`config.mk`:
```
export PLATFORM = sky130hd
export DESIGN_NAME = regfile_wb_arbiter
export DESIGN_NICKNAME = d
export VERILOG_FILES = /design/src/rtl/regfile_wb_pkg.sv /design/src/rtl/regfile_wb_arbiter_rr.sv /design/src/rtl/regfile_wb_arbiter.sv
export SDC_FILE = /design/constraint.sdc
export NUM_CORES = 1
export LEC_CHECK = 0
export ABC_CLOCK_PERIOD_IN_PS = 3000
export CORE_MARGIN = 2
export CORE_UTILIZATION = 35
export DETAILED_ROUTE_END_ITERATION = 6
export GPL_TIMING_DRIVEN = 0
export HOLD_SLACK_MARGIN = 0.15
export PLACE_DENSITY = 0.74
export SYNTH_ARGS = -nofsm -noshare
export SYNTH_HDL_FRONTEND = slang
export SYNTH_HIERARCHICAL = 1
export SYNTH_SLANG_ARGS = --single-unit
```
`constraint.sdc`:
```
create_clock -name clk -period 3 [get_ports clk]
set_input_delay 0.45 -clock clk [delete_from_list [all_inputs] [get_ports clk]]
set_output_delay 0.45 -clock clk [all_outputs]
set_load 0.005 [all_outputs]
```
`src/rtl/regfile_wb_pkg.sv`:
```
// Shared constants and types for the register-file write-back arbiter.
// Requester indices, default widths and address/data typedefs.
package regfile_wb_pkg;

    localparam int NUM_REQ = 3;
    localparam int ADDR_W  = 5;
    localparam int DATA_W  = 32;

    localparam int REQ_ALU = 0;
    localparam int REQ_MEM = 1;
    localparam int REQ_MDU = 2;

    typedef logic [ADDR_W-1:0] reg_addr_t;
    typedef logic [DATA_W-1:0] reg_data_t;

endpackage

```
`src/rtl/regfile_wb_arbiter_rr.sv`:
```
// One-hot grant for write-back requesters: round-robin when
// REGFILE_WB_RR_EN is defined, fixed lowest-index priority otherwise.
module wb_rr_arbiter #(
    parameter int NUM_REQ = regfile_wb_pkg::NUM_REQ
) (
    input  logic               clk,
    input  logic               rst_n,
    input  logic [NUM_REQ-1:0] req,
    output logic [NUM_REQ-1:0] gnt
);

`ifdef REGFILE_WB_RR_EN
    localparam int PTR_W = (NUM_REQ > 1) ? $clog2(NUM_REQ) : 1;

    logic [PTR_W-1:0] ptr;
    logic [PTR_W-1:0] ptr_nxt;
    logic             found;
    int               idx;

    // Search starts at the pointer and wraps; winner+1 becomes next pointer.
    always_comb begin
        gnt     = '0;
        ptr_nxt = ptr;
        found   = 1'b0;
        idx     = 0;
        for (int k = 0; k < NUM_REQ; k++) begin
            idx = int'(ptr) + k;
            if (idx >= NUM_REQ) idx = idx - NUM_REQ;
            if (!found && req[idx]) begin
                found    = 1'b1;
                gnt[idx] = 1'b1;
                ptr_nxt  = PTR_W'((idx + 1) % NUM_REQ);
            end
        end
    end

    always_ff @(posedge clk or negedge rst_n) begin
        if (!rst_n) ptr <= '0;
        else        ptr <= ptr_nxt;
    end
`else
    logic found;
    logic unused_clk_rst;

    assign unused_clk_rst = clk ^ rst_n;

    always_comb begin
        gnt   = '0;
        found = 1'b0;
        for (int k = 0; k < NUM_REQ; k++) begin
            if (!found && req[k]) begin
                found  = 1'b1;
                gnt[k] = 1'b1;
            end
        end
    end
`endif

endmodule

```
`src/rtl/regfile_wb_arbiter.sv`:
```
// Write-back arbiter and pending-write scoreboard for the register file.
// Arbitration policy selected by REGFILE_WB_RR_EN (see wb_rr_arbiter).
module regfile_wb_arbiter #(
    parameter int NUM_REQ = regfile_wb_pkg::NUM_REQ,
    parameter int ADDR_W  = regfile_wb_pkg::ADDR_W,
    parameter int DATA_W  = regfile_wb_pkg::DATA_W
) (
    input  logic                      clk,
    input  logic                      rst_n,
    input  logic [NUM_REQ-1:0]        req_valid,
    output logic [NUM_REQ-1:0]        req_ready,
    input  logic [NUM_REQ*ADDR_W-1:0] req_addr,
    input  logic [NUM_REQ*DATA_W-1:0] req_data,
    input  logic                      claim_valid,
    input  logic [ADDR_W-1:0]         claim_addr,
    input  logic [ADDR_W-1:0]         rs_addr,
    input  logic [ADDR_W-1:0]         rt_addr,
    output logic                      rs_busy,
    output logic                      rt_busy,
    output logic                      rf_wen,
    output logic [ADDR_W-1:0]         rf_waddr,
    output logic [DATA_W-1:0]         rf_wdata
);

    localparam int NREG = 1 << ADDR_W;

    logic [NUM_REQ-1:0] gnt;
    logic [ADDR_W-1:0]  sel_addr;
    logic [DATA_W-1:0]  sel_data;
    logic               xfer;
    logic [NREG-1:0]    busy;
    logic [NREG-1:0]    busy_nxt;

    wb_rr_arbiter #(
        .NUM_REQ (NUM_REQ)
    ) u_arb (
        .clk   (clk),
        .rst_n (rst_n),
        .req   (req_valid),
        .gnt   (gnt)
    );

    assign req_ready = gnt;
    assign xfer      = |gnt;

    always_comb begin
        sel_addr = '0;
        sel_data = '0;
        for (int i = 0; i < NUM_REQ; i++) begin
            if (gnt[i]) begin
                sel_addr = req_addr[i*ADDR_W +: ADDR_W];
                sel_data = req_data[i*DATA_W +: DATA_W];
            end
        end
    end

    // r0 writes are consumed but never reach the register file.
    always_ff @(posedge clk or negedge rst_n) begin
        if (!rst_n) begin
            rf_wen   <= 1'b0;
            rf_waddr <= '0;
            rf_wdata <= '0;
        end else if (xfer) begin
            rf_wen   <= (sel_addr != '0);
            rf_waddr <= sel_addr;
            rf_wdata <= sel_data;
        end else begin
            rf_wen   <= 1'b0;
        end
    end

    // A new claim overrides a clear to the same register.
    always_comb begin
        busy_nxt = busy;
        if (rf_wen)      busy_nxt[rf_waddr]   = 1'b0;
        if (claim_valid) busy_nxt[claim_addr] = 1'b1;
        busy_nxt[0] = 1'b0;
    end

    always_ff @(posedge clk or negedge rst_n) begin
        if (!rst_n) busy <= '0;
        else        busy <= busy_nxt;
    end

    assign rs_busy = busy[rs_addr];
    assign rt_busy = busy[rt_addr];

endmodule

```
# Word-level counts from Yosys, hierarchy flattened
# Cells that the tools add are included.
# totals
reg_bits	69
output_inout_bits	43
in_bits	132
wordCells	42
# classes
n_reduce_logical	8
n_lt_le_gt_ge	6
n_mux	21
n_bitwise	3
# ops
operator	count
$mux 32	5
$and 32x32->32	1
$not 32->32	1
$or 32x32->32	1
$lt 5x6->1 const B	4
$mux 5	3
$bmux 1 s5	2
$demux 1 s5	2
$ge 5x1->1 const B	2
$mux 1	9
$reduce_bool 5->1	1
$logic_and 1x1->1	4
$reduce_or 3->1	1
$logic_not 1->1	2

# Logic depth before layout (Yosys ltp)
# logic_depth
ltp_word	10
ltp_mapped	7
mapped_depth_nobuf	5

# Hierarchy
# Netlist, hierarchy kept.
# modules_own_cells
mod	area_each_um2	seq_area_each_um2	n_inst	cells_per_inst
regfile_wb_arbiter	3638.5	1726.7	1	381
wb_rr_arbiter	26.3	0.0	1	3

# Worst setup path before layout
# Ideal clock, no wire load.
# synth_timing
path_type	input to output
start	input rs_addr[0]
end	output rs_busy
arrival_time_ns	1.456
slack_ns	1.094
required_time_ns	2.550
cell_stages	5
cell_sequence	buf_2 -> mux4_2 -> nand2b_1 -> o211ai_1 -> nand4_1
# synth_between
elab_chain_cells	2
# synth_lines
item	line_no	source
from (decl)	regfile_wb_arbiter.sv:16	input logic [ADDR_W-1:0] rs_addr,
$bmux 1 s5	regfile_wb_arbiter.sv:85	assign rs_busy = busy[rs_addr];
$mux 1 (implied by the code)	regfile_wb_arbiter.sv:85	
to (decl)	regfile_wb_arbiter.sv:18	output logic rs_busy,
# No other way between the ends. The select of a mux whose other input is x is not followed.

# Final worst setup path
# layout_timing
start	input rt_addr[2]
end	output rt_busy
# layout_between
elab_chain_cells	2
# layout_lines
item	line_no	source
from (decl)	regfile_wb_arbiter.sv:17	input logic [ADDR_W-1:0] rt_addr,
$bmux 1 s5	regfile_wb_arbiter.sv:86	assign rt_busy = busy[rt_addr];
$mux 1 (implied by the code)	regfile_wb_arbiter.sv:86	
to (decl)	regfile_wb_arbiter.sv:19	output logic rt_busy,
# No other way between the ends. The select of a mux whose other input is x is not followed.

==> run summary <==
SYNTH
---------------------------------------------------------------------------------------
Area share of the leading cell type in the synthesized netlist ...........        0.471
Flip-flop and latch count after synthesis ................................           69
Total nets after synthesis ...............................................          516
Yosys top cell by area ................................................... sky130_fd_sc_hd__dfrtp_1
Synthesized cell area ....................................................   3660 sq um
Gate count of the mapped netlist .........................................          384
Top_reg_cell synth ....................................................... sky130_fd_sc_hd__dfrtp_1
Distinct cell type count of the synthesized netlist ......................           33
Average footprint of a synthesized cell ..................................   9.54 sq um
Sequential area share after synthesis ....................................        0.471
Number of warning messages in the yosys log ..............................            6
Ranking of synthesized cells by area ..................................... sky130_fd_sc_hd__dfrtp_1 (47%), sky130_fd_sc_hd__o22ai_1 (11%), sky130_fd_sc_hd__o21ai_0 (8.5%)
Number of flops mapped to enable cells by yosys ..........................            0
Share of flip-flops with an asynchronous set or reset ....................         1.00

TIMING
---------------------------------------------------------------------------------------
RSZ-0062 raised after global routing .....................................        false
Remaining max-slew budget at the tightest pin ............................        0.413
Hold WS ..................................................................     0.236 ns
Final hold vios ..........................................................            0
Count of final max-slew check failures ...................................            0
Final Cycle Share ........................................................        0.921
Total negative setup slack ...............................................         0 ns
Max frequency ............................................................      362 MHz
Setup violations, final ..................................................            0
Slew @ Worst Pin .........................................................     0.881 ns
Setup Skew ...............................................................   0.00519 ns
Final critical path time including I/O delays and setup ..................      2.76 ns

LAYOUT
---------------------------------------------------------------------------------------
Cell area after layout ...................................................   5700 sq um
Final standard cell utilization of the core ..............................        0.557
Number of nets in the layout .............................................          697
Fraction of layout cells with a size suffix above 1 ......................       0.0687
Antenna Cells ............................................................            0
Synthesis-to-finish area growth ..........................................        55.5%

WORST SETUP PATH
---------------------------------------------------------------------------------------
Endpoint arrival time on the critical path ...............................      2.31 ns
Element type at the critical path start ..................................   input port
Largest driver fanout on the critical path ...............................           10
Number of buffers and inverters on the critical path .....................            3
Crit path required time ..................................................      2.55 ns
Crit Reg-Reg Startpoint .................................................. rf_waddr[4]$_DFFE_PN0P_
Sort of element at the end of the critical path .......................... primary output
Worst Path Class, Setup .................................................. input port to primary output
Cell count of the worst reg-to-reg path ..................................            4
Highest cell delay on the worst timing path ..............................      0.54 ns
Cell with the largest stage delay on the worst path ...................... sky130_fd_sc_hd__clkdlybuf4s50_1
Crit Reg-Reg Endpoint .................................................... busy[11]$_DFF_PN0_
Flop2flop setup slack ....................................................      1.49 ns
Cell type with the highest occurrence count on the critical path ......... sky130_fd_sc_hd__clkdlybuf4s50_1
Cells traversed along the worst timing path .............................. clkdlybuf4s50_1 > buf_2 > mux2i_1 > a21oi_1 > nand3_1 > nand4_1 > clkdlybuf4s50_1
Cell type group with the largest total delay on the critical path ........ buffers and inverters

DIE
---------------------------------------------------------------------------------------
Number of top-level design ports .........................................          175
Width of the die .........................................................       106 um
Die ar. .................................................................. 11,300 sq um
Initial Util .............................................................        0.358
Floorplan Core Area ...................................................... 10,200 sq um
Height of the die ........................................................       106 um
Total number of placement rows ...........................................           37

GRT
---------------------------------------------------------------------------------------
Overall track demand over capacity in global routing .....................        0.243
Initial antenna violation count ..........................................            0
Maximum number of pins on one net before global-route repair .............           70
Via count of the first global-routing pass ...............................        4,186
GRT Residual Overflow ....................................................            0
Wire length of the first global-routing pass .............................      21.4 mm

POWER
---------------------------------------------------------------------------------------
Overall power of the completed layout ....................................      3110 uW
Highest ir drop seen on vdd ..............................................     0.238 mV
Power Dens Cells .........................................................  545 nW/um^2
Static leakage ...........................................................   0.00217 uW

ROUTING
---------------------------------------------------------------------------------------
Vias post-DR .............................................................        4,056
Number of remaining DRC errors ...........................................            0
Routed wire per std cell .................................................      19.0 um
Vias per std cell ........................................................         5.76
Router iterations before antenna repair ..................................            6
Number of violations reported at the end of detailed-routing iteration 0 .          244
Total Routed Length ......................................................      13.4 mm
DRT antenna net count ....................................................            0

CTS
---------------------------------------------------------------------------------------
Maximum buffer depth of the clock tree ...................................            2
Clock tree from TritonCTS ................................................         done
Clock latency reported for the late side of the worst-skew pair ..........      0.33 ns
Clk sink count ...........................................................           69
Cells resized by post-CTS repair .........................................            0
Hold-fix buffers, CTS ....................................................            0
CTS root buf ............................................................. sky130_fd_sc_hd__clkbuf_8
Clock-pin slew of the registers on the worst-case setup and hold paths ...      0.06 ns
H-tree depth reported by CTS .............................................            3
Post-CTS repair timing setup buffer count ................................            0
Number of clock buffers inserted by TritonCTS ............................            9

PLACED DESIGN
---------------------------------------------------------------------------------------
Placement-stage cell area ................................................   5530 sq um
Input/output buffers .....................................................          170
Final GP Congestion ......................................................        0.910
Sum of net half-perimeters after detailed placement ......................      10.2 mm

RUN
---------------------------------------------------------------------------------------
Max-cap violations .......................................................            0

RUN STATUS
---------------------------------------------------------------------------------------
Run status ............................................................... complete, no violations

WORST HOLD PATH
---------------------------------------------------------------------------------------
Type of the tightest min-delay check ..................................... input port to async pin

-- worst max path at each step --
| stage | start | end | cells after the start |
|---|---|---|---|
| global placement | rst_n | rf_wdata[28]$_DFFE_PN0P_ | 1 |
| CTS | rt_addr[2] | rt_busy | 7 |
| finish | rt_addr[2] | rt_busy | 7 |
| global route | rt_addr[2] | rt_busy | 7 |
| floorplan | rs_addr[0] | rs_busy | 5 |
| detailed placement | rt_addr[2] | rt_busy | 7 |
-- flip-flops by register name, indices dropped and copies added, names as in the netlist --
signal and flops:
busy 31, rf_waddr 5, rf_wdata 32, rf_wen 1
-- kinds of logic (layout without fill, tap and decap cells) --
logic type             Yosys count  after routing  share of synthesized area
flip-flops                      69             69                      0.471
AO/OA/AOI/OAI                  185            185                      0.288
multiplexers                    24             24                     0.0860
AND/OR/NAND/NOR                 72             72                      0.114
buffers and inverters           34            218                     0.0403
-- worst register-to-register path: stages, from the launching register on --
cell	delay, ns
sky130_fd_sc_hd__dfrtp_1	0.38
sky130_fd_sc_hd__clkbuf_1	0.24
sky130_fd_sc_hd__or3_1	0.48
sky130_fd_sc_hd__o21ai_0	0.18
sky130_fd_sc_hd__o21ai_0	0.11
-- cell usage in the layout (no fill, tap or decap), drive strengths merged --
| master | n |
|---|---|
| a211oi | 2 |
| a21o | 4 |
| a21oi | 39 |
| a22oi | 4 |
| a31oi | 4 |
| and3 | 1 |
| buf | 16 |
| clkbuf | 26 |
| clkdlybuf4s50 | 169 |
| clkinv | 3 |
| dfrtp | 69 |
| inv | 4 |
| mux2i | 18 |
| mux4 | 6 |
| nand2 | 11 |
| nand2b | 4 |
| nand3 | 13 |
| nand3b | 13 |
| nand4 | 2 |
| nor2 | 8 |
| nor2b | 9 |
| nor3 | 1 |
| nor3b | 1 |
| nor4 | 1 |
| o2111ai | 2 |
| o211ai | 3 |
| o21ai | 62 |
| o221ai | 1 |
| o22ai | 63 |
| o2bb2ai | 1 |
| or3 | 4 |
| or3b | 4 |
-- metal layers --
metal | wire length (um) | vias up | track usage | part of all wire
met1 | 4980 | 1951 | 0.278 | 0.37
met3 | 1380 | 33 | 0.0944 | 0.10
met2 | 6690 | 232 | 0.415 | 0.50
met4 | 342 | 0 | 0.0799 | 0.026
li1 | - | 1840 | - | -
met5 | 0 | - | 0 | 0
-- report_power, final --
| group | switching (uW) | total [uW] | internal (uW) |
|---|---|---|---|
| logic | 441 | 1020 | 582 |
| clock network | 326 | 660 | 334 |
| registers | 217 | 1420 | 1210 |
-- stage by stage --
stage / std cells / setup slack [ns]
finish: 704 / 0.238
global route: 704 / 0.136
CTS: 704 / 0.251
detailed placement: 690 / 0.257
global placement: 690 / -0.807
floorplan: 384 / 1.09
-- final cells by class --
type / instances / area, sq um
multi-input cells: 281 / 1790
clock inverters: 2 / 10.0
repair buffers: 170 / 1700
clock buffers: 12 / 155
plain buffers: 29 / 129
well taps: 136 / 170
flip-flops and latches: 69 / 1730
fillers: 925 / 4530
inverters: 5 / 18.8
-- synthesized netlist by cell type, types with 6 or more instances --
| cell type | instances |
|---|---|
| sky130_fd_sc_hd__mux4_2 | 6 |
| sky130_fd_sc_hd__nand3_1 | 13 |
| sky130_fd_sc_hd__nor2_1 | 8 |
| sky130_fd_sc_hd__clkbuf_1 | 14 |
| sky130_fd_sc_hd__mux2i_1 | 18 |
| sky130_fd_sc_hd__a21oi_1 | 39 |
| sky130_fd_sc_hd__nand3b_1 | 13 |
| sky130_fd_sc_hd__buf_2 | 13 |
| sky130_fd_sc_hd__dfrtp_1 | 69 |
| sky130_fd_sc_hd__o21ai_0 | 62 |
| sky130_fd_sc_hd__nand2_1 | 11 |
| sky130_fd_sc_hd__o22ai_1 | 63 |
| sky130_fd_sc_hd__nor2b_1 | 9 |
(Power assumes the default switching activity.)
